===== src/rtl/shift_reg_univ_pkg.sv =====
// shift_reg_univ_pkg
// Shared definitions for the universal shift register and its word counter:
//   MODE_HOLD / MODE_SHL / MODE_SHR / MODE_LOAD : 2-bit operation select codes
//   clog2(value)                                : bits needed to count 0..value-1
package shift_reg_univ_pkg;

    localparam logic [1:0] MODE_HOLD = 2'b00;
    localparam logic [1:0] MODE_SHL  = 2'b01;
    localparam logic [1:0] MODE_SHR  = 2'b10;
    localparam logic [1:0] MODE_LOAD = 2'b11;

    // Returns at least 1 so a counter always has a real bit.
    function automatic int clog2(input int value);
        int r;
        r = 0;
        while ((1 << r) < value) begin
            r = r + 1;
        end
        if (r < 1) begin
            r = 1;
        end
        return r;
    endfunction

endpackage


===== src/rtl/shift_reg_univ_counter.sv =====
// shift_word_counter
// Counts shifts 0..W-1 and reports completion of every W-th shift.
// Ports:
//   clk        : clock, rising edge
//   reset      : synchronous active-high reset (clears count and word_valid)
//   shift      : a shift happens at this edge (already qualified by enable)
//   clear      : parallel load at this edge; restarts the count
//   wrap       : combinational, this shift completes a word
//   word_valid : registered one-cycle pulse in the cycle after the wrapping shift
module shift_word_counter
    import shift_reg_univ_pkg::*;
#(
    parameter int W = 5
) (
    input  logic clk,
    input  logic reset,
    input  logic shift,
    input  logic clear,
    output logic wrap,
    output logic word_valid
);

    localparam int CW = clog2(W);
    localparam logic [CW-1:0] LAST = CW'(W - 1);

    logic [CW-1:0] count_reg;
    logic [CW-1:0] count_next;
    logic          word_valid_reg;

    assign wrap = shift && (count_reg == LAST);

    always_comb begin
        count_next = count_reg;
        if (clear) begin
            count_next = '0;
        end else if (shift) begin
            count_next = wrap ? '0 : count_reg + CW'(1);
        end
    end

    // word_valid is rebuilt every edge, so hold / disabled cycles drop it to 0.
    always_ff @(posedge clk) begin
        if (reset) begin
            count_reg      <= '0;
            word_valid_reg <= 1'b0;
        end else begin
            count_reg      <= count_next;
            word_valid_reg <= wrap;
        end
    end

    assign word_valid = word_valid_reg;

endmodule


===== src/rtl/shift_reg_univ.sv =====
// shift_reg_univ
// Universal W-bit shift register: hold, shift left, shift right, parallel load,
// with a word-completion pulse and an optional pattern matcher.
// Build option: define SHIFT_PATTERN_MATCH_EN to compile in the filled flag and
// the q==PATTERN comparator; otherwise match is constant 0.
// Ports:
//   clk        : clock, rising edge
//   reset      : synchronous active-high reset
//   en         : clock enable, 0 freezes all state
//   mode       : 00 hold, 01 shift left, 10 shift right, 11 parallel load
//   d          : serial data in
//   load_data  : parallel load word
//   q          : registered contents
//   sout       : q[W-1] in shift-left mode, else q[0] (combinational)
//   word_valid : one-cycle pulse when q first holds a complete shifted word
//   match      : filled and q == PATTERN
module shift_reg_univ
    import shift_reg_univ_pkg::*;
#(
    parameter int             W       = 5,
    parameter logic [W-1:0]   PATTERN = W'(5'b10010)
) (
    input  logic         clk,
    input  logic         reset,
    input  logic         en,
    input  logic [1:0]   mode,
    input  logic         d,
    input  logic [W-1:0] load_data,
    output logic [W-1:0] q,
    output logic         sout,
    output logic         word_valid,
    output logic         match
);

    logic [W-1:0] q_reg;
    logic [W-1:0] q_next;
    logic [W-1:0] shl_word;
    logic [W-1:0] shr_word;
    logic         do_shift;
    logic         do_load;
    logic         wrap;

    assign do_shift = en && ((mode == MODE_SHL) || (mode == MODE_SHR));
    assign do_load  = en && (mode == MODE_LOAD);

    genvar gi;
    generate
        for (gi = 0; gi < W; gi++) begin : g_bits
            if (gi == 0) begin : g_lsb
                assign shl_word[gi] = d;
            end else begin : g_lsb_n
                assign shl_word[gi] = q_reg[gi-1];
            end
            if (gi == W - 1) begin : g_msb
                assign shr_word[gi] = d;
            end else begin : g_msb_n
                assign shr_word[gi] = q_reg[gi+1];
            end
        end
    endgenerate

    always_comb begin
        q_next = q_reg;
        if (en) begin
            case (mode)
                MODE_SHL:  q_next = shl_word;
                MODE_SHR:  q_next = shr_word;
                MODE_LOAD: q_next = load_data;
                default:   q_next = q_reg;
            endcase
        end
    end

    always_ff @(posedge clk) begin
        if (reset) begin
            q_reg <= '0;
        end else begin
            q_reg <= q_next;
        end
    end

    shift_word_counter #(
        .W (W)
    ) u_counter (
        .clk        (clk),
        .reset      (reset),
        .shift      (do_shift),
        .clear      (do_load),
        .wrap       (wrap),
        .word_valid (word_valid)
    );

    assign q    = q_reg;
    assign sout = (mode == MODE_SHL) ? q_reg[W-1] : q_reg[0];

`ifdef SHIFT_PATTERN_MATCH_EN
    // filled: a full word has been shifted in or loaded since reset, so a
    // partially shifted register that happens to equal PATTERN is ignored.
    logic filled_reg;

    always_ff @(posedge clk) begin
        if (reset) begin
            filled_reg <= 1'b0;
        end else if (do_load || wrap) begin
            filled_reg <= 1'b1;
        end
    end

    assign match = filled_reg && (q_reg == PATTERN);
`else
    // Matcher compiled out; the port stays so both builds share one footprint.
    logic unused_match_inputs;
    assign unused_match_inputs = ^{PATTERN, wrap};
    assign match = 1'b0;
`endif

endmodule

===== config.mk =====
export PLATFORM = sky130hd
export DESIGN_NAME = shift_reg_univ
export DESIGN_NICKNAME = d
export VERILOG_FILES = /design/src/rtl/shift_reg_univ_pkg.sv /design/src/rtl/shift_reg_univ_counter.sv /design/src/rtl/shift_reg_univ.sv
export SDC_FILE = /design/constraint.sdc
export NUM_CORES = 1
export LEC_CHECK = 0
export ABC_AREA = 0
export BUFFER_PORTS_ARGS = -buffer_cell sky130_fd_sc_hd__buf_2
export CORE_AREA = 4 4 41 43
export CTS_CLUSTER_DIAMETER = 60
export DETAILED_ROUTE_END_ITERATION = 16
export DIE_AREA = 0 0 45 47
export GPL_TIMING_DRIVEN = 0
export PLACE_DENSITY = 0.78
export SLEW_MARGIN = 25
export SYNTH_ARGS = -nofsm -noshare
export SYNTH_HDL_FRONTEND = slang
export SYNTH_SLANG_ARGS = --single-unit

===== constraint.sdc =====
create_clock -name clk -period 1.2 [get_ports clk]
set_clock_uncertainty 0.05 [all_clocks]
set_input_delay 0.18 -clock clk [delete_from_list [all_inputs] [get_ports clk]]
set_output_delay 0.18 -clock clk [all_outputs]
set_load 0.02 [all_outputs]

==> results of run 1 <==
[worst max-delay path by stage]
stage               slack [ns]    to  cells after the start
floorplan                 0.07  q[2]                      5
global placement         -0.18  q[0]                      6
detailed placement       -0.21  q[0]                      6
CTS                      -0.02  sout                      2
global route             -0.05  sout                      2
finish                   -0.02  sout                      2
[layout make-up]
cell class	count	area [um^2]
repair buffers	18	98.84
well taps	15	18.77
multi-input cells	44	304.0
plain buffers	2	18.77
inverters	4	15.01
clock buffers	4	26.28
fillers	132	636.9
flip-flops and latches	9	182.7
[worst max-delay path, cell delays in order (launching register included)]
cell and delay (ns):
dfxtp_2 0.33, mux2_4 0.26, buf_6 0.13
[per-layer routing]
layer,up-vias,routed length (um)
met5,-,0
met3,3,104
met2,18,599
met4,0,11
li1,253,-
met1,218,466
[power groups by stage]
| stage | logic [mW] | registers (mW) | clock network (mW) |
|---|---|---|---|
| floorplan | 0.0830 | 0.351 | 0 |
| global placement | 0.148 | 0.337 | 0 |
| detailed placement | 0.153 | 0.337 | 0 |
| CTS | 0.166 | 0.330 | 0.248 |
| global route | 0.186 | 0.333 | 0.262 |
| finish | 0.168 | 0.331 | 0.239 |
[cell families (layout without fill, tap and decap cells)]
kind of cell / count (synthesis) / count (layout) / synth area share, %
and+or+nand+nor: 21 / 21 / 18.27
AOI/OAI and AO/OA: 15 / 15 / 21.73
DFF: 9 / 9 / 35.56
adders and majority gates: 6 / 6 / 14.81
buffers and inverters: 6 / 28 / 6.666
other: 1 / 1 / 0.7400
muxes: 1 / 1 / 2.222
[synth_stat cells (all sizes together) (2+ instances only)]
library cell,count
a311oi,5
ha,6
buf,2
dfxtp,9
nand2,9
inv,4
nor2,7
a21oi,3
a22oi,5
[what timing repair did]
action / in CTS / in global routing
pin swaps: 0 / 0
setup endpoints to repair: 1 / 6
resized for setup: 5 / 2
setup buffers: 1 / 0
[per-stage QoR]
step           instances  TNS (ns)
3_5_place_dp          91   -0.9939
3_3_place_gp          91   -0.8551
5_1_grt               96  -0.04567
4_1_cts               96  -0.02312
6_report              96  -0.01589
2_1_floorplan         59         0
==> flow_summary.toml, run 1 <==
[status]
run_status = "finished, violations left"
violations = "negative setup slack"

[floorplan]
ios = 19
placeableCoreArea_um2 = 1301
fp.dieArea_um2 = 2115
initial_utilization_pct = 38.94
die_h_um = 47
fp-row-count = 13
dieWidth_um = 45

[critical_path]
end_kind = "primary output"
rrSetupSlack_ns = 0.13
worstReg2RegEnd = "u_counter.count_reg[0]"
crit_arrival_ns = 0.99
cp-start-kind = "flip-flop"
cp_max_fo = 4
path_class = "reg2out"
worst_r2r_startpoint = "u_counter.count_reg[0]"
crit_path_start = "q[4]"
required_ns = 0.97
reg2reg_depth = 5

[clock_tree]
cts_hold_buf = 0
insertion_delay_ns = 0.26
clock_sinks = 9
clockBufferDepth = 2
numCtsBuffers = 3
path_clk_slew_ns = 0.06
clockRootBuffer = "clkbuf_4"
cts_tree = "built"
h-tree-depth = 1

[finish]
syn_to_final_growth_pct = 31.11
diodes = 0
fin_area_um2 = 664.4
drive_gt1_share_pct = 34.57
nNetsFinal = 99
layout_commonest_cell = "buf_2"
fin_util_pct = 51.06
largest_reg_flops = 5
mostFrequentLayoutCells = "buf_2, nand2_1, dfxtp_1"

[pwr]
combPwrFrac_pct = 22.8
power_switching_share_pct = 29.68
peakVddDrop_uv = 504.9
cellLeakagePower_nw = 0.3087
internal_power_uw = 519.2
p_total_uw = 738.4
power_frac_clock_pct = 32.4
power_frac_seq_pct = 44.8
p_per_area_nw_per_um2 = 1111
switchingPower_uw = 219.2

[run]
drv_cap = 0

[worst_hold_path]
worstHoldPathCells = 2
hold_end = "q[4]"
hold_path_startpoint = "reset"
hp-class = "in2reg"

[routing]
vias = 492
drtIter0Drc = 16
wl_um = 1181
drt_first_pass_iters = 4
drc = 0
drt-vias-per-instance = 5.125
wl_per_cell_um = 12.30
ant_nets = 0

[grt]
grt_usage_pct = 13.14
use_met3_pct = 6.130
grt_use_met2_pct = 22.88
grt_pass1_wl_um = 1987
antenna_found_initial = 0
grt_pass1_vias = 482
grt_use_met1_pct = 13.27
grt_max_degree = 11
grt_overflow = 0
busiest_layer = "met2"

[synthesis]
synth_nets = 76
ys_types = 19
synth_area_leaders = "dfxtp_1, ha_1, a311oi_1"
synth_top_area_share_pct = 35.56
ys_seq_area_share_pct = 35.56
syn-cell-area_um2 = 506.7
synth_cells = 59
synth_ff_type = "dfxtp_1"
synth_area_per_cell_um2 = 8.589
synth_edf_count = 0
async_flop_share_pct = 0
yosys_warnings = 0
yosysTopAreaCell = "dfxtp_1"
synth_seq_cells = 9

[sta]
slew_violations = 0
rsz0062_at_grt = "true"
max_clock_freq_ghz = 0.8224
hold_viol = 0
finalCritPeriodShare_pct = 101.3
worst_slack_ns = -0.01589
fin_hold_ws_ns = 0.1240
period_needed_ns = 1.216
setup_viol = 1

[placed_design]
dp_hpwl_um = 880.5
place_area_um2 = 610.6
gp_congestion = 0.7929
pre_cts_ws_ns = -0.2057
place.port_buffers = 17
Note: power is estimated with default switching activity, not from simulation.
==> run 2: changes to the inputs <==
Settings changed: PLACE_DENSITY 0.78 to 0.67.
==> run 2 against run 1 <==
Compared with the run above:
- global-route usage fell by 0.63 points
- critical path depth did not move
- routed wire length rose by 3.5%
- utilization rose by 0.77 points
- the flow now finishes without violations
- clock power fell by 4%
- combinational power rose by 4%
- fmax rose by 1.4%
- worst hold slack improved by 0.012 ns
- count of clock-buffer cells in the layout did not move
==> flow_summary.toml, run 2 (synthesis results as in run 1) <==
[finish]
mostFrequentLayoutCells = "buf_2, nand2_1, dfxtp_1"
drive_gt1_share_pct = 37.80
syn_to_final_growth_pct = 33.09
nNetsFinal = 100
finalNonFillerCells = 97
diodes = 0
layout_commonest_cell = "buf_2"
largest_reg_flops = 5
fin_util_pct = 51.83
nFillCells = 136

[placed_design]
dp_hpwl_um = 854.6
gp_congestion = 0.7680
placed_cells = 91
pre_cts_ws_ns = -0.2206
place.port_buffers = 17

[clock_tree]
h-tree-depth = 1
clock_sinks = 9
numCtsBuffers = 3
clockBufferDepth = 2
cts_tree = "built"
path_clk_slew_ns = 0.07
clockRootBuffer = "clkbuf_4"
insertion_delay_ns = 0.26

[run]
drv_cap = 0

[sta]
fin_hold_ws_ns = 0.1364
worst_slack_ns = 0.0007353
max_clock_freq_ghz = 0.8338
hold_viol = 0
period_needed_ns = 1.199
rsz0062_at_grt = "true"
slew_violations = 0
setup_viol = 0
finalCritPeriodShare_pct = 99.94

[critical_path]
cp-start-kind = "flip-flop"
end_kind = "primary output"
path_class = "reg2out"
required_ns = 0.97
cp_max_fo = 2
crit_arrival_ns = 0.97

[floorplan]
die_h_um = 47
placeableCoreArea_um2 = 1301
initial_utilization_pct = 38.94
dieWidth_um = 45
ios = 19
fp-row-count = 13
fp.dieArea_um2 = 2115

[routing]
wl_um = 1222
drtIter0Drc = 11
vias = 499
drt_first_pass_iters = 4
drc = 0
ant_nets = 0
wl_per_cell_um = 12.60
drt-vias-per-instance = 5.144

[grt]
grt_max_degree = 11
grt_overflow = 0
grt_use_met2_pct = 22.03
grt_usage_pct = 12.51
grt_pass1_vias = 480
grt_pass1_wl_um = 1897
busiest_layer = "met2"
use_met3_pct = 4.215
antenna_found_initial = 0
grt_use_met1_pct = 12.59

[pwr]
combPwrFrac_pct = 23.7
p_per_area_nw_per_um2 = 1091
cellLeakagePower_nw = 0.3112
internal_power_uw = 521.8
switchingPower_uw = 214.1
power_switching_share_pct = 29.10
peakVddDrop_uv = 525.0
power_frac_clock_pct = 31.3
power_frac_seq_pct = 45.0

[status]
run_status = "completed"

[worst_hold_path]
hp-class = "in2reg"
==> run 2: cell type report <==
| class | count | area (um^2) | area share, % |
|---|---|---|---|
| sequential | 9 | 182.7 | 27.09 |
| timing repair buffer | 19 | 106.4 | 15.77 |
| multi-input combinational | 44 | 306.5 | 45.45 |
| inverter | 4 | 15.01 | 2.226 |
| clock buffer | 4 | 26.28 | 3.896 |
| buffer | 2 | 18.77 | 2.783 |
| tap | 15 | 18.77 | 2.783 |
==> run 2: through the flow <==
stage | total power, mW | area (um^2) | setup TNS, ns
CTS | 0.7417 | 666.9 | -0.01334
floorplan | 0.4342 | 506.7 | 0
finish | 0.7359 | 674.4 | 0
global placement | 0.4875 | 610.6 | -0.9291
detailed placement | 0.4894 | 610.6 | -1.016
global route | 0.7891 | 674.4 | -0.03927
==> run 2: worst paths after layout <==
path | start | to | slack [ns] | cells after the start
worst min-delay path | reset | q[4] | 0.14 | 2
worst max-delay path | q[4] | sout | 0.0007 | 2
worst min register to register | u_counter.count_reg[1] | u_counter.count_reg[1] | 0.43 | 2
worst max register to register | u_counter.count_reg[0] | u_counter.count_reg[0] | 0.15 | 5
==> run 2: timing repair <==
item,in CTS,in global routing
hold buffers,0,0
buffers inserted,2,0
setup endpoints to repair,1,5
gates resized for setup,7,2
endpoints found under the hold margin,0,0
==> run 2: metal layers <==
layer	share of wire, %	vias up
met5	0	-
met4	0.57	0
met3	7.4	2
met2	51	12
met1	41	228
li1	-	257
==> run 2: power by group through the flow <==
stage                     Combinational, mW  Clock (mW)  Sequential (mW)
after CTS                             0.170       0.242            0.330
after global routing                  0.194       0.263            0.333
after floorplan                      0.0830           0            0.351
after detailed placement              0.152           0            0.338
final                                 0.175       0.230            0.331
after global placement                0.150           0            0.338
==> run 2: worst max-delay path, stage by stage (launching register included) <==
cell	delay [ns]
dfxtp_2	0.32
mux2_4	0.26
buf_6	0.13
